===== src/rtl/ntt_pkg.sv =====
// ntt_pkg: definitions shared by the streaming NTT butterfly stages.
//   bf_state_t : stage sequencing state (RUN accepts beats, DRAIN empties the delay line).
//   mod_add    : (a + b) mod q.
//   mod_sub    : (a - b) mod q.
// The functions work on MAXW+1 bits. Callers zero-extend their WIDTH-bit operands
// (WIDTH <= MAXW) and truncate the result back. Operands must already be < q.
package ntt_pkg;

    typedef enum logic {
        RUN   = 1'b0,
        DRAIN = 1'b1
    } bf_state_t;

    localparam int MAXW = 32;

    typedef logic [MAXW:0] wide_t;

    function automatic wide_t mod_add(input wide_t a, input wide_t b, input wide_t q);
        wide_t s;
        s = a + b;
        if (s >= q) s = s - q;
        return s;
    endfunction

    function automatic wide_t mod_sub(input wide_t a, input wide_t b, input wide_t q);
        wide_t d;
        // Add q before subtracting, so the unsigned result never wraps.
        if (a >= b) d = a - b;
        else        d = a + q - b;
        return d;
    endfunction

endpackage


===== src/rtl/mod_addsub.sv =====
// mod_addsub: combinational modular butterfly core, shared by all NTT stages.
//   i_a, i_b : operands, both < Q.
//   o_sum    : (i_a + i_b) mod Q.
//   o_diff   : (i_a - i_b) mod Q.
module mod_addsub
    import ntt_pkg::*;
#(
    parameter int          WIDTH = 16,
    parameter int unsigned Q     = 12289
) (
    input  logic [WIDTH-1:0] i_a,
    input  logic [WIDTH-1:0] i_b,
    output logic [WIDTH-1:0] o_sum,
    output logic [WIDTH-1:0] o_diff
);

    localparam wide_t QW = wide_t'(Q);

    // Both results are < Q < 2^WIDTH, so truncating drops only zero bits.
    assign o_sum  = WIDTH'(mod_add(wide_t'(i_a), wide_t'(i_b), QW));
    assign o_diff = WIDTH'(mod_sub(wide_t'(i_a), wide_t'(i_b), QW));

endmodule


===== src/rtl/sdf_bf_stage.sv =====
// sdf_bf_stage: radix-2 DIF single-path delay-feedback butterfly stage controller.
// It wraps an external DEPTH-entry shift-register delay line. A frame is 2*DEPTH beats.
// During the first half (fill), the input is buffered and the previous frame's
// differences come out of the line. During the second half (butterfly), sums are
// emitted and differences go back into the line. A flush drains the buffered
// differences at the next frame boundary.
//   clk, rst   : clock; asynchronous active-low reset.
//   in_valid   : input beat valid.    in_ready  : beat accepted this cycle (comb).
//   in_data    : input coefficient.   flush     : drain request pulse (remembered).
//   out_valid  : registered valid.    out_data  : registered coefficient.
//   draining   : high while in DRAIN.
//   fifo_shift : delay-line shift enable (comb).
//   fifo_din   : delay-line input (comb).
//   fifo_dout  : oldest delay-line entry.
module sdf_bf_stage
    import ntt_pkg::*;
#(
    parameter int          WIDTH = 16,
    parameter int          DEPTH = 8,
    parameter int unsigned Q     = 12289
) (
    input  logic             clk,
    input  logic             rst,
    input  logic             in_valid,
    output logic             in_ready,
    input  logic [WIDTH-1:0] in_data,
    input  logic             flush,
    output logic             out_valid,
    output logic [WIDTH-1:0] out_data,
    output logic             draining,
    output logic             fifo_shift,
    output logic [WIDTH-1:0] fifo_din,
    input  logic [WIDTH-1:0] fifo_dout
);

    localparam int             CW       = (DEPTH > 1) ? $clog2(DEPTH) : 1;
    localparam logic [CW-1:0]  CNT_LAST = CW'(DEPTH - 1);

    bf_state_t        r_st;
    logic             r_phase;       // 0 = fill, 1 = butterfly
    logic [CW-1:0]    r_cnt;
    logic             r_primed;      // line holds a complete frame of differences
    logic             r_flush_pend;
    logic             r_out_valid;
    logic [WIDTH-1:0] r_out_data;

    logic [WIDTH-1:0] w_sum;
    logic [WIDTH-1:0] w_diff;
    logic             w_boundary;
    logic             w_drain_start;
    logic             w_accept;
    logic             w_cnt_last;

    // a = oldest buffered value, b = new beat
    mod_addsub #(
        .WIDTH (WIDTH),
        .Q     (Q)
    ) u_mod_addsub (
        .i_a    (fifo_dout),
        .i_b    (in_data),
        .o_sum  (w_sum),
        .o_diff (w_diff)
    );

    assign w_boundary    = !r_phase && (r_cnt == '0);
    assign w_drain_start = (flush || r_flush_pend) && r_primed && w_boundary && (r_st == RUN);
    assign w_cnt_last    = (r_cnt == CNT_LAST);

    // A drain that starts now takes priority over an incoming beat. The source retries.
    assign in_ready   = (r_st == RUN) && !w_drain_start;
    assign w_accept   = in_valid && in_ready;
    assign fifo_shift = w_accept || (r_st == DRAIN);

    assign out_valid = r_out_valid;
    assign out_data  = r_out_data;
    assign draining  = (r_st == DRAIN);

    always_comb begin
        // NOTE: default first, so every path assigns fifo_din and no latch is inferred.
        fifo_din = in_data;
        if (r_st == DRAIN) fifo_din = '0;
        else if (r_phase)  fifo_din = w_diff;
    end

    // NOTE: the delay line is not cleared on reset. r_primed = 0 masks its stale contents.
    always_ff @(posedge clk or negedge rst) begin
        if (!rst) begin
            r_st         <= RUN;
            r_phase      <= 1'b0;
            r_cnt        <= '0;
            r_primed     <= 1'b0;
            r_flush_pend <= 1'b0;
            r_out_valid  <= 1'b0;
            r_out_data   <= '0;
        end else begin
            // NOTE: non-blocking assignments only, so every register sees pre-edge values.
            if (r_st == DRAIN) begin
                r_out_valid <= 1'b1;
                r_out_data  <= fifo_dout;
                if (w_cnt_last) begin
                    r_cnt    <= '0;
                    r_primed <= 1'b0;
                    r_st     <= RUN;
                end else begin
                    r_cnt <= r_cnt + 1'b1;
                end
            end else if (w_accept) begin
                // Fill emits the previous frame's differences. Butterfly emits sums.
                r_out_valid <= r_phase ? 1'b1 : r_primed;
                r_out_data  <= r_phase ? w_sum : fifo_dout;
                if (w_cnt_last) begin
                    r_cnt   <= '0;
                    r_phase <= ~r_phase;
                    if (r_phase) r_primed <= 1'b1;
                end else begin
                    r_cnt <= r_cnt + 1'b1;
                end
            end else begin
                r_out_valid <= 1'b0;
                if (w_drain_start) r_st <= DRAIN;
            end

            // Any RUN boundary resolves a pending flush. It starts a drain if primed,
            // otherwise the flush has no effect.
            if ((r_st == RUN) && w_boundary) r_flush_pend <= 1'b0;
            else if (flush)                  r_flush_pend <= 1'b1;
        end
    end

endmodule


===== config.mk =====
export PLATFORM = sky130hd
export DESIGN_NAME = sdf_bf_stage
export DESIGN_NICKNAME = d
export VERILOG_FILES = /design/src/rtl/ntt_pkg.sv /design/src/rtl/mod_addsub.sv /design/src/rtl/sdf_bf_stage.sv
export SDC_FILE = /design/constraint.sdc
export NUM_CORES = 1
export LEC_CHECK = 0
export CORE_ASPECT_RATIO = 0.75
export CORE_MARGIN = 2
export CORE_UTILIZATION = 40
export CTS_CLUSTER_DIAMETER = 100
export DETAILED_ROUTE_END_ITERATION = 8
export PLACE_DENSITY_LB_ADDON = 0.3
export SLEW_MARGIN = 20
export SYNTH_ARGS = -nofsm -noshare
export SYNTH_HDL_FRONTEND = slang
export SYNTH_SLANG_ARGS = --single-unit

===== constraint.sdc =====
create_clock -name clk -period 7 [get_ports clk]
set_clock_uncertainty 0.1 [all_clocks]
set_input_delay 1.4 -clock clk [delete_from_list [all_inputs] [get_ports clk]]
set_output_delay 1.4 -clock clk [all_outputs]
set_load 0.02 [all_outputs]

* After elaboration in Yosys (flattened, before gate mapping)
Cells that the tools add are included.
Storage, ports and cells: input bits 36, register bits after elaboration 24
Operators by class: $add $sub $neg 6, magnitude comparators 2, multiplexer cells 23, bitwise logic cells 2, equal/unequal tests 1, reduce and logical (&&, ||, !) cells 16
Operators with widths (number):
- $mux W16 | 7
- $sub A16 B16 Y16 | 2
- $add A16 B16 Y17 | 1
- $ge A17 B14 Y1 const B | 1
- $add A16 B14 Y16 const B | 1
- $ge A16 B16 Y1 | 1
- $sub A16 B14 Y16 const B | 1
- $mux W1 | 13
- $mux W3 | 3
- $logic_and A1 B1 Y1 | 7
- $reduce_bool A2 Y1 | 2
- $add A3 B1 Y3 const B | 1
- $eq A3 B3 Y1 const B | 1
- $logic_not A3 Y1 | 1
- $reduce_and A3 Y1 | 1
- $logic_not A1 Y1 | 2
- $logic_or A1 B1 Y1 | 2
- $not A1 Y1 | 2
- $reduce_and A2 Y1 | 1

* Depth between registers and ports, before layout
Gate-level depths: netlist of run 1.
depth after elaboration 9, depth in mapped cells 16, depth with buffers taken out 15

* Modules after synthesis
From an unflattened synthesis of run 1, not the netlist that was laid out.
Second synthesis, totals: cells, all modules 639, area, all modules 5206.2 um2
Modules (own cells, without submodules):
- mod_addsub | instances 1, area an instance 3658.5 um2, cells each 513
- sdf_bf_stage | instances 1, area an instance 1547.7 um2, cells each 126

* Worst setup path after synthesis of run 1
Ideal clock, no wire load.
path type input -> output, start input in_data[1], end output fifo_din[15], data arrival time 4.604 ns, buffers on the path 0, slack 0.896 ns, stages 15, cells stage by stage inv_1 ha_1 inv_1 ha_1 fa_1 nor2b_1 o21bai_1 a21oi_1 o41ai_1 or4_1 a31oi_1 a21o_1 a21oi_1 mux2_2 a311oi_1
On the way: cells in the longest elaborated chain, start to end 4
Ends and longest elaborated chain:
- start, declared | line sdf_bf_stage.sv:26 | input logic [WIDTH-1:0] in_data,
- $sub A16 B16 Y16 (tied with other cells) | line ntt_pkg.sv:29 | else d = a + q - b;
- $mux W16 (*) | line ntt_pkg.sv:28 | if (a >= b) d = a - b;
- $mux W16 (*) | line sdf_bf_stage.sv:82 | else if (r_phase) fifo_din = w_diff;
- $mux W16 (*) | line sdf_bf_stage.sv:81 | if (r_st == DRAIN) fifo_din = '0;
- end, declared | line sdf_bf_stage.sv:32 | output logic [WIDTH-1:0] fifo_din,
Mark *: on every way between the ends. The rest lies on a longest branch, timed or not.

* Worst setup path in the final report of run 1
start input in_data[0], end output fifo_din[10]
Same word-level chain as after synthesis.

==> results of run 1 <==
==> layer usage <==
layer  part of all wire, %  GRT usage (%)
met1                    51           28.9
met2                    45           32.4
met3                   3.7           2.26
met4                  0.73           1.94
met5                     0              0
==> final timing paths <==
| check | start | endpoint | slack (ns) | depth (start not counted) |
|---|---|---|---|---|
| max in group asynchronous | rst | out_data[0]$_DFFE_PN0N_ | 5.41 | 1 |
| worst max register to register | r_cnt[0]$_DFFE_PN0N_ | out_data[5]$_DFFE_PN0N_ | 4.02 | 11 |
| worst max-delay path | in_data[0] | fifo_din[10] | 0.17 | 17 |
| worst min-delay path | out_data[2]$_DFFE_PN0N_ | out_data[2]$_DFFE_PN0N_ | 0.39 | 2 |
| worst min register to register | out_data[2]$_DFFE_PN0N_ | out_data[2]$_DFFE_PN0N_ | 0.39 | 2 |
| min in group asynchronous | rst | r_flush_pend$_DFFE_PN0P_ | 1.03 | 1 |
==> tightest hold or removal path: cells and delay by family, from the launching register on <==
kind,cells,cell delay (ns)
AOI/OAI and AO/OA,1,0.06
DFF,1,0.34
and+or+nand+nor,1,0.05
==> layout make-up <==
cell class | count | area share (%)
clock buffer | 4 | 1.56
inverter | 66 | 4.35
multi-input combinational | 485 | 63.5
sequential | 24 | 10.5
tap | 140 | 3.07
timing repair buffer | 104 | 16.9
==> flip-flops by register name, summed over array words and instances, names as in the netlist <==
register      flops
out_valid         1
r_flush_pend      1
draining          1
r_phase           1
r_cnt             3
r_primed          1
out_data         16
==> power by group through the flow <==
| stage | logic, mW | clock network, mW | registers [mW] |
|---|---|---|---|
| 4_1_cts | 1.06 | 0.137 | 0.271 |
| 6_report | 1.05 | 0.134 | 0.268 |
| 2_1_floorplan | 0.624 | 0 | 0.309 |
| 3_3_place_gp | 1.04 | 0 | 0.271 |
| 3_5_place_dp | 1.05 | 0 | 0.275 |
| 5_1_grt | 1.15 | 0.144 | 0.280 |
==> cell usage in the layout (no fill, tap or decap), drive strengths merged, types with 3 or more instances in the layout <==
cell and count:
nor2 70, clkdlybuf4s50 67, inv 66, ha 55
nand2 42, a21oi 41, xnor2 37, buf 34
o21ai 34, dfrtp 24, nor3 18, nand2b 15
fa 14, a211oi 12, nand3 11, nor2b 11
a31oi 10, xor2 8, o211ai 8, nand4 7
mux2i 6, and3 6, o31ai 5, clkbuf 5
and2 4, nand3b 4, a311oi 4, a31o 4
or4 4, nor4 4, or2 3, a2bb2oi 3
o21a 3, mux2 3, or3 3, a221oi 3
==> repair_timing <==
| item | CTS | global route |
|---|---|---|
| pin swaps | 0 | 1 |
| gates resized for setup | 1 | 5 |
| cloned | 0 | 0 |
| setup buffers | 0 | 2 |
| setup endpoints to repair | 1 | 15 |
==> per-stage QoR <==
| stage | TNS (ns) | power, mW |
|---|---|---|
| 2_1_floorplan | 0 | 0.934 |
| 3_3_place_gp | -0.131 | 1.31 |
| 3_5_place_dp | -0.136 | 1.33 |
| 4_1_cts | 0 | 1.47 |
| 5_1_grt | -0.0319 | 1.58 |
| 6_report | 0 | 1.45 |
==> logic make-up after synthesis <==
family	count (synthesis)	synth area share [%]
AND/OR/NAND/NOR	211	23.8
AO/OA/AOI/OAI	151	23.1
buffers and inverters	97	8.67
adder cells (fa/ha/maj)	69	21.0
XOR/XNOR	45	8.53
flip-flops	24	13.0
multiplexers	9	2.03
==> flow_metrics.env, run 1 <==
export IMPL_fp_dieW_um=128
export IMPL_internal_power_uw=763
export IMPL_synth_cell_types=77
export IMPL_crit_family="buffers and inverters"
export IMPL_async_flop_share_pct=100
export IMPL_layout_worst_path_cycle_share_pct=97.6
export IMPL_maxCapViolCount=0
export IMPL_syn_cell_area_um2=4620
export IMPL_num_nets_final=789
export IMPL_cp_cell_sequence="clkdlybuf4s50_1, buf_4, ha_1, inv_1, fa_1, nand3_1, a211oi_1, o211a_1, nand3b_1, a31o_2, a21oi_1, o211ai_1, buf_4, buf_12, or2_2, a311oi_1, clkdlybuf4s50_1"
export IMPL_drtIter0Drc=224
export IMPL_numCtsBuffers=3
export IMPL_p_seq_share_pct=18.4
export IMPL_start_util_pct=41.6
export IMPL_synth_ff_type="dfrtp_1"
export IMPL_route_detailed_drc=0
export IMPL_clock_insertion_delay_worst_skew_ns=0.25
export IMPL_crit_arrival_ns=5.33
export IMPL_path_class="in -> out"
export IMPL_cts_hold_buffers=0
export IMPL_area_delta_synth_final_pct=23.4
export IMPL_multi_input_area_um2=3620
export IMPL_routed_wl_mm=12.2
export IMPL_yosysSeqAreaShare_pct=13.0
export IMPL_ios=72
export IMPL_vias=4418
export IMPL_grt_pass1_wl_mm=20.5
export IMPL_regArea_um2=601
export IMPL_antenna_found_initial=0
export IMPL_place_area_um2=5600
export IMPL_drive_above_1_share_pct=10.4
export IMPL_die_area_um2=12400
export IMPL_grt_usage_pct=19.8
export IMPL_synthDominantCellAreaShare_pct=14.9
export IMPL_whs_ns=0.388
export IMPL_antenna_cells=0
export IMPL_fin_util_pct=51.3
export IMPL_htree_levels=1
export IMPL_combPwrFrac_pct=72.3
export IMPL_start_kind="primary input"
export IMPL_yosysMostFrequentCell="nor2_1"
export IMPL_final_cells=823
export IMPL_grt_ovfl_total=0
export IMPL_cts_clk_slew_worst_paths_ns=0.06
export IMPL_fillCellCount=1070
export IMPL_dpl_hpwl_mm=10.1
export IMPL_endpoint_kind="output port"
export IMPL_grt_pass1_vias=4212
export IMPL_run_status="complete, no violations"
export IMPL_rows=33
export IMPL_grt_max_degree=37
export IMPL_ir_drop_uv=213
export IMPL_final_hold_violation_count=0
export IMPL_crit_fanout=18
export IMPL_crit_buf_inv=6
export IMPL_clk_path_buf_depth=2
export IMPL_ant_nets=0
export IMPL_cts_sinks=24
export IMPL_max_slew_margin_pct=41.9
export IMPL_gp_congestion=0.841
export IMPL_firstDrtPassIters=4
export IMPL_yosys_area_top_type="ha_1"
export IMPL_netlist_instances=606
export IMPL_layout_setup_ws_ns=0.165
export IMPL_placed_cells=817
export IMPL_setup_viol=0
export IMPL_wire_per_inst_um=14.9
export IMPL_fmaxAchievable_mhz=146
export IMPL_p_per_area_nw_per_um2=255
export IMPL_synth_edf_count=0
export IMPL_slowest_delay_ns=0.65
export IMPL_cts_tree="built"
export IMPL_post_place_ws_ns=-0.136
export IMPL_die_h_um=97.1
export IMPL_core_area_um2=11100
export IMPL_leakage_nw=2.50
export IMPL_cts_root_buf="clkbuf_16"
export IMPL_synthTopCellsByArea="ha_1 (15%), dfrtp_1 (13%), xnor2_1 (7.0%), fa_1 (6.1%), nor2_1 (5.6%)"
export IMPL_worstHoldPathType="reg -> reg"
export IMPL_slowest_stage="clkdlybuf4s50_1"
export IMPL_p_switching_uw=690
export IMPL_ys_warn_count=0
export IMPL_io_buffers=71
export IMPL_p_clk_share_pct=9.3
export IMPL_synth_commonest_cells="nor2_1 (69), inv_1 (65), ha_1 (55), nand2_1 (41), a21oi_1 (40)"
export IMPL_syn_area_per_cell_um2=7.62
export IMPL_p_sw_share_pct=47.5
export IMPL_required_ns=5.50
export IMPL_design_area_um2=5700
export IMPL_synth_seq_cells=24
export IMPL_vias_per_cell=5.37
export IMPL_period_minus_slack_ns=6.83
export IMPL_worst_pin_slew_ns=0.871
export IMPL_synth_fp_nets=711
export IMPL_maxSlewViolCount=0
Power figures use the tool's default switching activity.
==> inputs of run 2 (changes only) <==
--- a/config.mk
+++ b/config.mk
@@ -10,6 +10,7 @@
 export CORE_UTILIZATION = 40
 export CTS_CLUSTER_DIAMETER = 100
 export DETAILED_ROUTE_END_ITERATION = 8
+export MAX_ROUTING_LAYER = met4
 export PLACE_DENSITY_LB_ADDON = 0.3
 export SLEW_MARGIN = 20
 export SYNTH_ARGS = -nofsm -noshare
==> constraint.sdc (replaced) <==
create_clock -name clk -period 6.4 [get_ports clk]
set_clock_uncertainty 0.1 [all_clocks]
set_input_delay 1.28 -clock clk [delete_from_list [all_inputs] [get_ports clk]]
set_output_delay 1.28 -clock clk [all_outputs]
set_load 0.02 [all_outputs]
==> flow_metrics.env, run 2 (synthesis gave the netlist of run 1 again) <==
export IMPL_run_status="complete, no violations"
export IMPL_worstHoldPathType="reg -> reg"
export IMPL_required_ns=5.02
export IMPL_fin_util_pct=53.6
export IMPL_holdPathStages=2
export IMPL_gp_congestion=0.890
export IMPL_max_slew_margin_pct=36.5
export IMPL_vias_per_cell=5.40
export IMPL_die_h_um=97.1
export IMPL_final_hold_violation_count=0
export IMPL_fp_dieW_um=128
export IMPL_grt_pass1_wl_mm=21.1
export IMPL_grt_max_degree=37
export IMPL_vias=4622
export IMPL_num_nets_final=822
export IMPL_maxSlewViolCount=0
export IMPL_total_power_mw=1.60
export IMPL_path_class="in -> out"
export IMPL_rows=33
export IMPL_crit_arrival_ns=4.95
export IMPL_drive_above_1_share_pct=16.1
export IMPL_routed_wl_mm=12.8
export IMPL_grt_ovfl_total=0
export IMPL_reg2reg_slack_ns=3.59
export IMPL_die_area_um2=12400
export IMPL_r2r_cells=6
export IMPL_ir_drop_uv=197
export IMPL_route_detailed_drc=0
export IMPL_endpoint_kind="output port"
export IMPL_cts_clk_slew_worst_paths_ns=0.06
export IMPL_slowest_delay_ns=0.48
export IMPL_antenna_cells=0
export IMPL_layout_worst_path_cycle_share_pct=99.0
export IMPL_final_common_cell="nor2_1"
export IMPL_largest_register_ffs=16
export IMPL_dpl_hpwl_mm=10.4
export IMPL_min_to="out_data[2]$_DFFE_PN0N_"
export IMPL_p_per_area_nw_per_um2=268
export IMPL_clock_insertion_delay_worst_skew_ns=0.26
export IMPL_reg2reg_to="out_data[5]$_DFFE_PN0N_"
export IMPL_cts_tree="built"
export IMPL_placed_cells=850
export IMPL_grt_pass1_vias=4446
export IMPL_leakage_nw=2.68
export IMPL_area_delta_synth_final_pct=28.9
export IMPL_start_kind="primary input"
export IMPL_firstDrtPassIters=4
export IMPL_setup_viol=0
export IMPL_core_area_um2=11100
export IMPL_cp_cell_sequence="clkdlybuf4s50_1, inv_1, ha_1, inv_1, ha_1, fa_2, nor2b_1, o21bai_2, a21oi_2, o41ai_2, buf_4, or4_4, a31oi_2, a21o_1, a21oi_2, mux2_2, a311oi_2, buf_4"
export IMPL_grt_usage_pct=20.9
export IMPL_min_from="out_data[2]$_DFFE_PN0N_"
export IMPL_antenna_found_initial=0
export IMPL_ant_nets=0
export IMPL_crit_fanout=3
export IMPL_maxCapViolCount=0
export IMPL_drtIter0Drc=244
export IMPL_mostFrequentLayoutCells="nor2_1 (69), buf_4 (66), inv_1 (65)"
export IMPL_worst_pin_slew_ns=0.952
export IMPL_period_minus_slack_ns=6.33
export IMPL_fmaxAchievable_mhz=158
export IMPL_cts_sinks=24
export IMPL_final_cells=856
export IMPL_io_buffers=71
export IMPL_slowest_stage="clkdlybuf4s50_1"
export IMPL_ios=72
export IMPL_rr_startpoint="draining$_DFF_PN0_"
export IMPL_htree_levels=1
export IMPL_cts_hold_buffers=0
export IMPL_start_util_pct=41.6
export IMPL_wire_per_inst_um=14.9
export IMPL_rsz0062_at_grt="true"
export IMPL_numCtsBuffers=3
export IMPL_cts_root_buf="clkbuf_16"
export IMPL_clk_path_buf_depth=2
==> run 2: cell types whose count changed in the layout (fill, tap and decap cells not counted), sizes merged <==
cell           before  now
buf                34   68
clkdlybuf4s50      67   54
dlygate4sd2         0   11
clkbuf              5    7
dlymetal6s2s        2    0
dlygate4sd1         0    1
==> run 2: per-layer routing <==
layer	up-vias	GRT usage (%)	part of all wire, %
met5	-	-	0
met4	0	3.30	1.4
met3	16	1.87	3.7
met2	95	34.3	46
met1	2195	28.6	49
li1	2316	-	-
==> run 2: power by group <==
group	internal, mW	switching [mW]	total, mW
clock network	0.0955	0.0523	0.148
logic	0.498	0.657	1.16
registers	0.229	0.0645	0.293
total	0.822	0.774	1.60
==> run 2: layout make-up <==
type                       instances  area, um2
sequential                        24        601
clock buffer                       4       88.8
timing repair buffer             137       1180
multi-input combinational        485       3660
tap                              140        175
inverter                          66        248
fill                            1023       5150
==> run 2: stage by stage <==
stage,worst slack [ns],hold slack [ns],instance area (um2),setup TNS [ns]
after floorplan,0.536,0.368,4620,0
after global placement,-0.514,0.377,5850,-2.39
after detailed placement,-0.578,0.380,5850,-3.21
after CTS,-0.167,0.394,5920,-0.167
after global routing,-0.131,0.419,5950,-0.134
final,0.0656,0.384,5950,0
==> run 2: worst max path at each step <==
stage,startpoint,end,slack [ns]
6_report,in_data[1],fifo_din[15],0.07
5_1_grt,in_data[1],fifo_din[15],-0.13
4_1_cts,in_data[1],fifo_din[15],-0.17
3_5_place_dp,in_data[1],fifo_din[15],-0.58
3_3_place_gp,in_data[1],fifo_din[15],-0.51
2_1_floorplan,in_data[1],fifo_din[15],0.54
==> run 2: critical path, delay by kind of cell <==
kind	cells	cell delay (ns)
adder cells (fa/ha/maj)	3	0.89
AND/OR/NAND/NOR	2	0.27
AO/OA/AOI/OAI	7	1.18
buffers and inverters	5	0.97
multiplexers	1	0.35
==> run 2: timing repair <==
item / CTS / global route
setup endpoints to repair: 16 / 15
gates resized for setup: 20 / 20
pin swaps: 1 / 1
buffers inserted: 1 / 1
